**src/rtl/count_sequencer_pkg.sv**
```systemverilog
// count_sequencer_pkg: counter width default and sequencer state encoding
package count_sequencer_pkg;
    localparam int CNT_WIDTH = 4;
    typedef logic [2:0] state_t;
    localparam state_t ST_IDLE  = 3'd0;
    localparam state_t ST_LOAD  = 3'd1;
    localparam state_t ST_COUNT = 3'd2;
    localparam state_t ST_INCR  = 3'd3;
    localparam state_t ST_DONE  = 3'd4;
endpackage

```
**src/rtl/count_sequencer_step_edge_detect.sv**
```systemverilog
// count_sequencer_step_edge_detect: one-cycle pulse on each 0->1 of step
module count_sequencer_step_edge_detect (
    input  logic clk,
    input  logic clear,
    input  logic step,
    output logic rise
);
    logic step_q, step_d;
    always_comb step_d = step;
    always_ff @(posedge clk) step_q <= clear ? 1'b0 : step_d;
    assign rise = step & ~step_q;
endmodule

```
**src/rtl/count_sequencer.sv**
```systemverilog
// count_sequencer: presets an up-counter, turns step edges into incr pulses, flags done/wrap
module count_sequencer
    import count_sequencer_pkg::*;
#(
    parameter int WIDTH = CNT_WIDTH
) (
    input  logic             clk,
    input  logic             clear,
    input  logic             start,
    input  logic [WIDTH-1:0] start_val,
    input  logic [WIDTH-1:0] stop_val,
    input  logic             step,
    input  logic             abort,
    input  logic [WIDTH-1:0] q_in,
    output logic [WIDTH-1:0] cnt_d,
    output logic             cnt_load,
    output logic             cnt_clear,
    output logic             cnt_incr,
    output logic             busy,
    output logic             done,
    output logic             wrapped
);
    state_t state_q, state_d;
    logic [WIDTH-1:0] start_q, start_d, stop_q, stop_d;
    logic cnt_load_q, cnt_load_d, cnt_clear_q, cnt_clear_d, cnt_incr_q, cnt_incr_d;
    logic busy_q, busy_d, done_q, done_d, wrapped_q, wrapped_d;
    logic rise, accept, active, counting, match;
    count_sequencer_step_edge_detect u_edge (
        .clk  (clk),
        .clear(clear),
        .step (step),
        .rise (rise)
    );
    assign accept   = state_q == ST_IDLE && start;
    assign active   = state_q == ST_LOAD || state_q == ST_COUNT || state_q == ST_INCR;
    assign counting = state_q == ST_COUNT && !abort;
    assign match    = q_in == stop_q;
    always_ff @(posedge clk) begin
        if (clear) begin
            state_q     <= ST_IDLE;
            start_q     <= '0;
            stop_q      <= '0;
            cnt_load_q  <= 1'b0;
            cnt_clear_q <= 1'b0;
            cnt_incr_q  <= 1'b0;
            busy_q      <= 1'b0;
            done_q      <= 1'b0;
            wrapped_q   <= 1'b0;
        end else begin
            state_q     <= state_d;
            start_q     <= start_d;
            stop_q      <= stop_d;
            cnt_load_q  <= cnt_load_d;
            cnt_clear_q <= cnt_clear_d;
            cnt_incr_q  <= cnt_incr_d;
            busy_q      <= busy_d;
            done_q      <= done_d;
            wrapped_q   <= wrapped_d;
        end
    end
    // abort outranks a stop match, which outranks a step edge
    always_comb begin
        state_d = ST_IDLE;
        unique case (state_q)
            ST_IDLE:  state_d = start ? ST_LOAD : ST_IDLE;
            ST_LOAD:  state_d = abort ? ST_IDLE : ST_COUNT;
            ST_COUNT: state_d = abort ? ST_IDLE : match ? ST_DONE : rise ? ST_INCR : ST_COUNT;
            ST_INCR:  state_d = abort ? ST_IDLE : ST_COUNT;
            default:  state_d = ST_IDLE;
        endcase
    end
    always_comb begin
        start_d     = accept ? start_val : start_q;
        stop_d      = accept ? stop_val : stop_q;
        cnt_load_d  = accept;
        cnt_clear_d = active && abort;
        cnt_incr_d  = counting && !match && rise;
        done_d      = counting && match;
        busy_d      = state_d != ST_IDLE;
        wrapped_d   = accept ? 1'b0 : wrapped_q | (cnt_incr_d && &q_in);
    end
    assign cnt_d     = start_q;
    assign cnt_load  = cnt_load_q;
    assign cnt_clear = cnt_clear_q;
    assign cnt_incr  = cnt_incr_q;
    assign busy      = busy_q;
    assign done      = done_q;
    assign wrapped   = wrapped_q;
endmodule

```
**config.mk**
```make
export PLATFORM = sky130hd
export DESIGN_NAME = count_sequencer
export DESIGN_NICKNAME = d
export VERILOG_FILES = /design/src/rtl/count_sequencer_pkg.sv /design/src/rtl/count_sequencer_step_edge_detect.sv /design/src/rtl/count_sequencer.sv
export SDC_FILE = /design/constraint.sdc
export NUM_CORES = 1
export LEC_CHECK = 0
export BUFFER_PORTS_ARGS = -buffer_cell sky130_fd_sc_hd__buf_4
export CAP_MARGIN = 20
export CORE_MARGIN = 4
export CORE_UTILIZATION = 44
export CTS_BUF_LIST = sky130_fd_sc_hd__clkbuf_16
export DETAILED_ROUTE_END_ITERATION = 10
export PLACE_DENSITY = 0.7
export SYNTH_ARGS = -nofsm -noshare
export SYNTH_HDL_FRONTEND = slang
export SYNTH_SLANG_ARGS = --single-unit
```
**constraint.sdc**
```tcl
create_clock -name clk -period 1.95 [get_ports clk]
set_input_delay 0.39 -clock clk [delete_from_list [all_inputs] [get_ports clk]]
set_output_delay 0.39 -clock clk [all_outputs]
set_load 0.02 [all_outputs]
```
-- Yosys cells after proc, flatten, opt, wreduce, memory -nomap -nowiden
Cells that the tools add are included.
- register bits after elaboration: 18
- latch bits: 0
- memory bits (writable): 0
- memory bits (read-only): 0
- input bits: 17
- output and inout port bits: 10
- logic and storage cells: 39
- memories: 0
- add/subtract/negate cells: 0
- multipliers: 0
- div/mod/pow operators: 0
- order comparisons: 0
- eq/ne operators: 4
- shift operators: 0
- muxes and demuxes: 6
- bitwise logic cells: 3
- reduce and logical (&&, ||, !) cells: 16
- operators with widths (cell ; number):
    case mux 3 bit (3 select lines) ; 1
    logical AND 1 bit ; 7
    == test 3 x 2 -> 1 bit (second input constant) ; 2
    two-way mux 3 bit ; 2
    == test 4 bit ; 1
    AND reduction 4 bit ; 1
    OR reduction 2 bit ; 2
    == test 3 x 1 -> 1 bit (second input constant) ; 1
    logical NOT 3 bit ; 1
    nonzero test 3 bit ; 1
    logical NOT 1 bit ; 2
    logical OR 1 bit ; 2
    two-way mux 1 bit ; 2
    two-way mux 2 bit ; 1
    bitwise AND 1 bit ; 1
    NOT 1 bit ; 1
    OR 1 bit ; 1

-- Logic depth before layout (Yosys ltp)
- depth in word-level cells: 7
- gate-level depth with buffers: 4
- gate-level depth less buffers: 4

-- Cells and area by module
A second synthesis with hierarchy kept.
- cells, all modules: 55
- area total of the unflattened synthesis: 658.1 sq um
- modules (own cells, without submodules) (module ; instances ; cells an instance ; area each (sq um) ; sequential area each (sq um)):
    count_sequencer ; 1 ; 52 ; 610.6 ; 340.3
    count_sequencer_step_edge_detect ; 1 ; 3 ; 47.5 ; 20.0

-- Least setup slack after synthesis
OpenSTA, ideal clock, no wires.
- kind: input -> register
- from: input q_in[0]
- to: register busy_q, in the netlist busy
- library setup time: 123 ps
- arrival time: 1293 ps
- required time: 1827 ps
- slack: 535 ps
- cell stages on the path: 4
- path buffers: 0
- cell sequence: xnor2_1 nand4_2 a21o_2 a221o_2
- longest elaborated chain between the ends: 5
- ends and longest elaborated chain (what ; RTL line ; source):
    start: declaration ; count_sequencer.sv:14 ; input logic [WIDTH-1:0] q_in,
    == test 4 bit ; count_sequencer.sv:37 ; assign match = q_in == stop_q;
    two-way mux 3 bit (2 in a row) ; count_sequencer.sv:67 ; ST_COUNT: state_d = abort ? ST_IDLE : match ? ST_DONE : rise ? ST_INCR : ST_COUNT;
    case mux 3 bit (3 select lines) ; count_sequencer.sv:64 ; unique case (state_q)
    nonzero test 3 bit ; count_sequencer.sv:79 ; busy_d = state_d != ST_IDLE;
    end signal: assignment ; count_sequencer.sv:56 ; busy_q <= busy_d;
    end: declaration ; count_sequencer.sv:26 ; logic busy_q, busy_d, done_q, done_d, wrapped_q, wrapped_d;
Every way passes these cells.
A chain may end at the register's enable or synchronous reset.

-- Worst setup path in the final report
- from: register stop_q[1]
- to: register busy_q, in the netlist busy
- longest elaborated chain between the ends: 5
- ends and longest elaborated chain (what ; RTL line ; source):
    start: declaration ; count_sequencer.sv:24 ; logic [WIDTH-1:0] start_q, start_d, stop_q, stop_d;
    start signal: assignment ; count_sequencer.sv:52 ; stop_q <= stop_d;
    == test 4 bit ; count_sequencer.sv:37 ;
    two-way mux 3 bit (2 in a row) ; count_sequencer.sv:67 ;
    case mux 3 bit (3 select lines) ; count_sequencer.sv:64 ;
    nonzero test 3 bit ; count_sequencer.sv:79 ;
Every way passes these cells.

==> flow_summary.ini <==
[clocking]
path_clk_slew_ns = 0.05
numCtsBuffers = 3
post-cts-setup-buffers = 0
cts_tree = yes
cts_resized = 0
holdBufCountCts = 0
cts_htree_levels = 1
clock_latency_ns = 0.25
clock-root-buffer = clkbuf_16
clockBufferDepth = 2
cts_sinks = 18

[detailed_routing]
route.detailed.drc = 0
drtIter0Drc = 8
vias = 596
drt_wl_total_um = 1440
avgViaCountPerCell = 5.09
wire_per_inst_um = 12.3
dr.pass1.iters = 3
final_antenna_net_count = 0

[worst_setup_path]
crit_required_ns = 2.08
worstSetupPathType = reg2reg
cp.arrival_ns = 1.56
cp_top_family = compound AO/OA/AOI/OAI gates
start_kind = flop
cp-end-kind = flop
crit_slowest_cell = a221o_2
r2r-start = stop_q[1]
critical_path_buf_inv_count = 0
slowest_delay_ns = 0.36
critical_path.cell_chain = xnor2_1 > nand4_2 > a21o_2 > a221o_2
path_max_fanout = 6
cp-startpoint = stop_q[1]

[grt]
grt-ovfl-total = 0
antenna_found_initial = 0
grt_pass1_wl_um = 2260
grt_usage = 0.154
grt_max_degree = 17
grt_pass1_vias = 513

[yosys]
ys_seq_area_frac = 0.541
ys_seq_elements = 18
syn_area_um2 = 666
synth-adder-area-share = 0
synthMuxAreaShare = 0
syn_area_per_cell_um2 = 9.24
yosysWarnings = 0
yosys.area_share.simple = 0.282
ys_types = 22
synth_cells = 72
synth_top_family_by_area = simple AND/OR/NAND/NOR gates
synth_nets = 89
synth-compound-area-share = 0.107
synth_xor_area_frac = 0.0526

[sta]
slew_violations = 0
fin_crit_sh = 0.732
worst_slew_pin_slew_ns = 0.235
hold-worst-slack_ns = 0.391
hold_violations = 0
period_needed_ns = 1.43
skew_ns = 0.00278
tns_ns = 0
max-slew-margin-rel = 0.842
fmax_ghz = 0.701
rsz0062_at_grt = false
setup_ws_ns = 0.523
setup_viol = 0

[pwr]
ir_drop_uv = 682
design_power_total_mw = 0.909
leakagePower_nw = 0.426
power.density_nw_per_um2 = 942

[cells_and_area]
areaGrowthSynthToFinish_pct = 45.1
multi_input_area_um2 = 294
final_cell_mix = 28 x buf_4, 18 x dfxtp_1, 16 x nand2_1
drive_gt1_frac = 0.363
postLayoutCoreUtil = 0.707
n_antenna_cell = 0
fill_cells = 113
layout_commonest_cell = buf_4
seq_area_um2 = 360
fin_nets = 120

[placement]
hpwl_um = 1030
port_buffers = 26
dp_slack_ns = 0.340
gp_congestion = 0.676

[die]
fp.dieW_um = 46.9
std_cell_rows = 13
core_region_area_um2 = 1370
die_h_um = 46.9
dieArea_um2 = 2200
num_io_pins = 27
initial_utilization = 0.487

[status]
status = completed

[min_path]
hold_class = in2reg
min_from = start_val[3]

[flow_run]
cap_violations = 0
==> worst paths after layout <==
kind / to / slack [ns] / depth (start not counted)
setup / recovery: busy / 0.52 / 4
hold reg to reg: cnt_d[3] / 0.45 / 2
setup reg to reg: busy / 0.52 / 4
hold / removal: cnt_d[3] / 0.39 / 3
==> registers in the layout, summed over array words and instances (netlist names) <==
register,flops
u_edge.step_q,1
cnt_d,4
cnt_incr,1
busy,1
state_q,3
done,1
wrapped,1
cnt_clear,1
cnt_load,1
stop_q,4
==> logic make-up (layout without fill, tap and decap cells) <==
| group | after synthesis | in the layout |
|---|---|---|
| AOI/OAI and AO/OA | 12 | 12 |
| DFF | 18 | 18 |
| buffers and inverters | 3 | 33 |
| xor gates and xnor gates | 4 | 4 |
| and+or+nand+nor | 35 | 35 |
==> Yosys cell counts <==
master    count  area, um2
and3_1        1       6.26
nor2_1        5       18.8
nand3b_1      1       7.51
inv_1         1       3.75
nor4b_2       1       15.0
nor3_1        4       20.0
xnor2_1       4       35.0
nor2_2        1       6.26
a31oi_1       1       6.26
a21o_2        1       8.76
nand2_1      16       60.1
nand4_2       1       12.5
a221o_2       1       11.3
or4b_4        1       13.8
or2_1         1       6.26
nand4_1       1       6.26
nor4b_1       1       8.76
clkbuf_1      2       7.51
a21oi_1       8       40.0
dfxtp_1      18        360
o21ai_0       1       5.00
and2_1        1       6.26
==> metrics by stage <==
step                      instance area [um2]  std cells
after floorplan                           666         72
after global placement                    887        113
after detailed placement                  887        113
after CTS                                 966        117
after global routing                      966        117
final                                     966        117
==> report_power, final <==
| part | internal [mW] | switching, mW | total (mW) |
|---|---|---|---|
| Combinational | 0.0585 | 0.0555 | 0.114 |
| Clock | 0.272 | 0.127 | 0.399 |
| Sequential | 0.386 | 0.00987 | 0.396 |
==> worst reg2reg max path, stage by stage, from the launching register on <==
cell	delay (ns)
dfxtp_1	0.32
xnor2_1	0.18
nand4_2	0.19
a21o_2	0.26
a221o_2	0.36
==> layout make-up <==
cell class | instances | share of cell area
clock buffers | 3 | 0.0777
clock inverters | 1 | 0.00389
inverters | 1 | 0.00389
multi-input cells | 51 | 0.304
flip-flops and latches | 18 | 0.373
well taps | 15 | 0.0194
repair buffers | 28 | 0.218
==> metal layers <==
| metal | GRT usage | part of all wire |
|---|---|---|
| met1 | 0.174 | 0.43 |
| met2 | 0.249 | 0.49 |
| met3 | 0.0728 | 0.072 |
| met4 | 0.0663 | 0.0056 |
| met5 | 0 | 0 |
Note: power is estimated with default switching activity, not from simulation.
